[src/rtl/nes_joypad_poller.sv]
`default_nettype none
// ============================================================================
// Module   : nes_joypad_poller
// Purpose  : Periodically scans an external NES (4021) controller over
//            latch/clock/data and publishes a filtered active-high button
//            vector. Optional autofire gating: define JOYPAD_AUTOFIRE_EN.
// Revision : 1.0 - initial release
// ============================================================================
module nes_joypad_poller #(
    parameter int CLK_HZ      = 21428571,
    parameter int POLL_HZ     = 60,
    parameter int PULSE_US    = 6,
    parameter int AUTOFIRE_HZ = 10
) (
    input  logic       clock,
    input  logic       reset,
    input  logic       enable,
    input  logic       pad_data,
    input  logic [7:0] autofire_mask,
    output logic       pad_latch,
    output logic       pad_clk,
    output logic [7:0] buttons,
    output logic       buttons_valid,
    output logic       busy
);

    localparam logic [31:0] c_T    = 32'(CLK_HZ * PULSE_US / 1000000);
    localparam logic [31:0] c_POLL = 32'(CLK_HZ / POLL_HZ);

    localparam logic [2:0] S_IDLE  = 3'd0;
    localparam logic [2:0] S_LATCH = 3'd1;
    localparam logic [2:0] S_LOW0  = 3'd2;
    localparam logic [2:0] S_CLKH  = 3'd3;
    localparam logic [2:0] S_CLKL  = 3'd4;
    localparam logic [2:0] S_DONE  = 3'd5;

    logic [2:0]  r_state;
    logic [2:0]  w_state_nxt;
    logic [31:0] r_tcnt;
    logic [31:0] r_poll;
    logic [2:0]  r_idx;
    logic [6:0]  r_shift;
    logic [1:0]  r_sync;
    logic [7:0]  r_buttons;
    logic        r_valid;
    logic        w_tlast;
    logic        w_sd;
    logic [7:0]  w_raw;
    logic [7:0]  w_filt;
    logic [7:0]  w_af_kill;

    assign w_sd          = r_sync[1];
    assign w_tlast       = (r_tcnt == c_T - 32'd1);
    assign buttons       = r_buttons;
    assign buttons_valid = r_valid;

    // The final bit is merged straight from the synchronizer so the vector
    // can be published on the same edge the last sample is taken.
    assign w_raw = {~w_sd, r_shift};

    always_comb begin
        w_filt = w_raw;
        if (w_raw[4] && w_raw[5]) w_filt[5:4] = 2'b00;
        if (w_raw[6] && w_raw[7]) w_filt[7:6] = 2'b00;
    end

`ifdef JOYPAD_AUTOFIRE_EN
    localparam logic [31:0] c_AF = 32'(CLK_HZ / (2 * AUTOFIRE_HZ));

    logic [31:0] r_af_cnt;
    logic        r_af_phase;

    always_ff @(posedge clock) begin
        if (reset) begin
            r_af_cnt   <= 32'd0;
            r_af_phase <= 1'b0;
        end else if (r_af_cnt == c_AF - 32'd1) begin
            r_af_cnt   <= 32'd0;
            r_af_phase <= ~r_af_phase;
        end else begin
            r_af_cnt   <= r_af_cnt + 32'd1;
        end
    end

    assign w_af_kill = autofire_mask & {8{r_af_phase}};
`else
    localparam int c_unused_af_hz = AUTOFIRE_HZ;
    logic w_unused_mask;
    assign w_unused_mask = ^autofire_mask;
    assign w_af_kill     = 8'h00;
`endif

    always_comb begin
        w_state_nxt = r_state;
        pad_latch   = 1'b0;
        pad_clk     = 1'b0;
        busy        = 1'b1;
        case (r_state)
            S_IDLE: begin
                busy = 1'b0;
                if (enable && (r_poll == c_POLL - 32'd1)) w_state_nxt = S_LATCH;
            end
            S_LATCH: begin
                pad_latch = 1'b1;
                if (w_tlast) w_state_nxt = S_LOW0;
            end
            S_LOW0: begin
                if (w_tlast) w_state_nxt = S_CLKH;
            end
            S_CLKH: begin
                pad_clk = 1'b1;
                if (w_tlast) w_state_nxt = S_CLKL;
            end
            S_CLKL: begin
                if (w_tlast) w_state_nxt = (r_idx == 3'd7) ? S_DONE : S_CLKH;
            end
            S_DONE: begin
                w_state_nxt = S_IDLE;
            end
            default: begin
                busy        = 1'b0;
                w_state_nxt = S_IDLE;
            end
        endcase
    end

    always_ff @(posedge clock) begin
        if (reset) begin
            r_state   <= S_IDLE;
            r_tcnt    <= 32'd0;
            r_poll    <= 32'd0;
            r_idx     <= 3'd0;
            r_shift   <= 7'd0;
            r_sync    <= 2'b11;
            r_buttons <= 8'h00;
            r_valid   <= 1'b0;
        end else begin
            r_sync  <= {r_sync[0], pad_data};
            r_state <= w_state_nxt;
            r_valid <= 1'b0;

            if (!enable || (r_poll == c_POLL - 32'd1)) r_poll <= 32'd0;
            else                                       r_poll <= r_poll + 32'd1;

            if ((r_state == S_IDLE) || (w_state_nxt != r_state)) r_tcnt <= 32'd0;
            else                                                 r_tcnt <= r_tcnt + 32'd1;

            if ((r_state == S_LOW0) && w_tlast) begin
                r_shift[0] <= ~w_sd;
                r_idx      <= 3'd1;
            end

            if ((r_state == S_CLKL) && w_tlast) begin
                if (r_idx == 3'd7) begin
                    r_buttons <= w_filt & ~w_af_kill;
                    r_valid   <= 1'b1;
                    r_idx     <= 3'd0;
                end else begin
                    r_shift[r_idx] <= ~w_sd;
                    r_idx          <= r_idx + 3'd1;
                end
            end
        end
    end

endmodule
`default_nettype wire

[config.mk]
export PLATFORM = sky130hd
export DESIGN_NAME = nes_joypad_poller
export DESIGN_NICKNAME = d
export VERILOG_FILES = /design/src/rtl/nes_joypad_poller.sv
export SDC_FILE = /design/constraint.sdc
export NUM_CORES = 1
export LEC_CHECK = 0
export CAP_MARGIN = 20
export CORE_MARGIN = 5
export CORE_UTILIZATION = 50
export CTS_CLUSTER_DIAMETER = 50
export DETAILED_ROUTE_END_ITERATION = 6
export GPL_TIMING_DRIVEN = 0
export PLACE_DENSITY_LB_ADDON = 0.3
export SYNTH_ARGS = -nofsm -noshare
export SYNTH_HDL_FRONTEND = slang
export SYNTH_SLANG_ARGS = --single-unit
[constraint.sdc]
create_clock -name clock -period 2.6 [get_ports clock]
set_input_delay 0.65 -clock clock [delete_from_list [all_inputs] [get_ports clock]]
set_output_delay 0.65 -clock clock [all_outputs]
set_load 0.05 [all_outputs]
==> impl_metrics.env <==
export IMPL_die_area_sq_mm=0.0104
export IMPL_crit_type="reg -> out"
export IMPL_crit_buf_inv=3
export IMPL_ys_flop_type="dfxtp_1"
export IMPL_slowest_delay_ps=370
export IMPL_setup_worst_path_end_class="output pin"
export IMPL_yosys_warnings=0
export IMPL_synth_top_area_frac=0.418
export IMPL_synth_edf_count=0
export IMPL_leakage_nw=1.55
export IMPL_io_buffers=15
export IMPL_overflow=0
export IMPL_rsz0062_at_grt="false"
export IMPL_finalSetupViolations=0
export IMPL_p_per_area_mw_per_mm2=552
export IMPL_maxSlewHeadroom=0.457
export IMPL_yosys_top_cells_area="dfxtp_1 (42%), xor2_1 (8.9%), nor2_1 (7.1%), nand3_1 (4.6%), nand4_1 (3.9%)"
export IMPL_hpwl_mm=5.99
export IMPL_finalWirelength_mm=8.40
export IMPL_antenna_found_initial=0
export IMPL_clk_pin_slew_ps=90
export IMPL_switchingPower_w=0.000541
export IMPL_yosysTopAreaCell="dfxtp_1"
export IMPL_path_cells="buf_1 > inv_1 > nor2_1 > clkbuf_2"
export IMPL_p_int_w=0.00207
export IMPL_vias=3458
export IMPL_crit_required_ps=1950
export IMPL_grt_pass1_wl_mm=14.7
export IMPL_die_height_um=102
export IMPL_min_path_type="reg -> reg"
export IMPL_critPathTopFamily="buffers and inverters"
export IMPL_grt_pass1_vias=3361
export IMPL_syn_nets=502
export IMPL_cts_sinks=88
export IMPL_drc=0
export IMPL_vdd_ir_drop_max_uv=384
export IMPL_io_pins=24
export IMPL_place_congestion=0.857
export IMPL_cts_tree="built"
export IMPL_avgSynthCellArea_sq_um=8.69
export IMPL_numCtsBuffers=9
export IMPL_startpoint_type="flip-flop"
export IMPL_area_delta_synth_final_pct=12.4
export IMPL_first_pass_iters=4
export IMPL_cts_path_max_buffers=2
export IMPL_ctsHtreeMaxLevel=3
export IMPL_synthCells=485
export IMPL_diodes=0
export IMPL_synthMostInstantiatedCell="dfxtp_1"
export IMPL_vias_per_cell=5.57
export IMPL_period_share=0.913
export IMPL_start_util=0.513
export IMPL_worst_pin_slew_ps=807
export IMPL_fin_setup_tns_ps=0
export IMPL_core_area_sq_mm=0.00822
export IMPL_placementRows=33
export IMPL_async_flop_share=0
export IMPL_critPathSlowestCell="dfxtp_1"
export IMPL_fin_crit_ps=2370
export IMPL_p_comb_frac=0.037
export IMPL_fin_skew_ps=12.4
export IMPL_clkPwrFrac=0.443
export IMPL_grt_usage=0.174
export IMPL_synth_seq_cells=88
export IMPL_ys_top_cells_by_count="dfxtp_1 (88), nor2_1 (80), xor2_1 (43), nand3_1 (39), nand2_1 (27)"
export IMPL_p_seq_frac=0.520
export IMPL_root_buffer="clkbuf_8"
export IMPL_synth_cell_area_sq_mm=0.00421
export IMPL_ys_types=58
export IMPL_maxSlewViolCount=0
export IMPL_yosysSeqAreaShare=0.418
export IMPL_grt_max_degree=15
export IMPL_drtIter0Drc=127
export IMPL_die_x_um=102
export IMPL_outcome="finished, final reports clean"
export IMPL_switching_share=0.207
export IMPL_max_cap_viol_count=0
export IMPL_worstSkewPairLatency_ps=360
export IMPL_whs_ps=413
export IMPL_fmax_mhz=421
export IMPL_wl_per_cell_um=13.5
export IMPL_finalHoldViolCount=0
export IMPL_detail_route_antenna_nets=0
export IMPL_layout_nets=528
export IMPL_crit_path_max_fanout=10
export IMPL_drive_gt1_frac=0.103
export IMPL_arrival_ps=1720
-- stage by stage --
step	instances	total power (W)	setup slack (ps)	utilization	cell area (sq um)
6_report	621	0.00261	226	0.576	4730
5_1_grt	621	0.00271	94.9	0.576	4730
4_1_cts	621	0.00265	12.9	0.578	4750
3_5_place_dp	605	0.00149	34.2	0.547	4500
3_3_place_gp	605	0.00149	58.0	0.547	4500
2_1_floorplan	485	0.00146	458	-	4210
-- metal layers --
layer | global-route usage | vias up | wire length, um | part of all wire
met1 | 0.219 | 1617 | 3920 | 0.47
met3 | 0.0434 | 11 | 326 | 0.039
li1 | - | 1769 | - | -
met2 | 0.289 | 61 | 4060 | 0.48
met4 | 0.0644 | 0 | 98 | 0.012
met5 | 0 | - | 0 | 0
-- path summary, 6_finish.rpt --
kind | slack, ps | startpoint | cells past startpoint | to
setup / recovery | 230 | r_state[0] | 4 | pad_clk
hold / removal | 410 | r_sync[0] | 1 | r_sync[1]
setup reg to reg | 320 | r_idx[0] | 8 | r_tcnt[15]
hold reg to reg | 410 | r_sync[0] | 1 | r_sync[1]
-- cell usage in the layout (no fill, tap or decap), types with 11 or more instances in the layout --
master / netlist / final
xor2_1: 43 / 43
o21ai_0: 13 / 13
clkdlybuf4s50_1: 0 / 12
nor4_1: 12 / 12
clkbuf_8: 0 / 11
and3_1: 11 / 11
nor3_1: 15 / 15
nand3_1: 39 / 39
dfxtp_1: 88 / 88
a21oi_1: 13 / 13
xnor2_1: 18 / 18
clkbuf_1: 11 / 11
nor2_1: 80 / 80
nand4_1: 26 / 26
nand2_1: 27 / 27
-- state kept, by name, summed over array words and instances (netlist names) --
signal	cells
r_poll	32
r_tcnt	32
buttons	8
r_shift	7
r_idx	3
r_state	3
r_sync	2
buttons_valid	1
-- timing repair --
| item | 4_1_cts | 5_1_grt |
|---|---|---|
| gates resized for setup | 5 | 4 |
| setup endpoints to repair | 3 | 3 |
| hold buffers | 0 | 0 |
| buffers inserted | 0 | 0 |
-- power groups by stage --
stage / logic [W] / clock network, W / registers, W
after floorplan: 0.0000704 / 0 / 0.00139
after global placement: 0.0000976 / 0 / 0.00139
after detailed placement: 0.0000997 / 0 / 0.00139
after CTS: 0.0000992 / 0.00119 / 0.00136
after global routing: 0.000107 / 0.00125 / 0.00136
final: 0.0000964 / 0.00116 / 0.00136
-- cells by family after synthesis --
group	after synthesis	synth area share
buf+inv	30	0.0362
mux	3	0.00713
xor+xnor	61	0.127
simple gates	253	0.322
fa+ha+maj	5	0.0148
flops	88	0.418
compound gates	45	0.0751
-- layout make-up --
| type | instances | area, sq um |
|---|---|---|
| well taps | 105 | 131 |
| repair buffers | 15 | 135 |
| inverters | 7 | 26.3 |
| fillers | 747 | 3480 |
| multi-input cells | 367 | 2300 |
| plain buffers | 23 | 126 |
| clock buffers | 11 | 151 |
| clock inverters | 5 | 103 |
| flip-flops and latches | 88 | 1760 |
(Power assumes the default switching activity.)
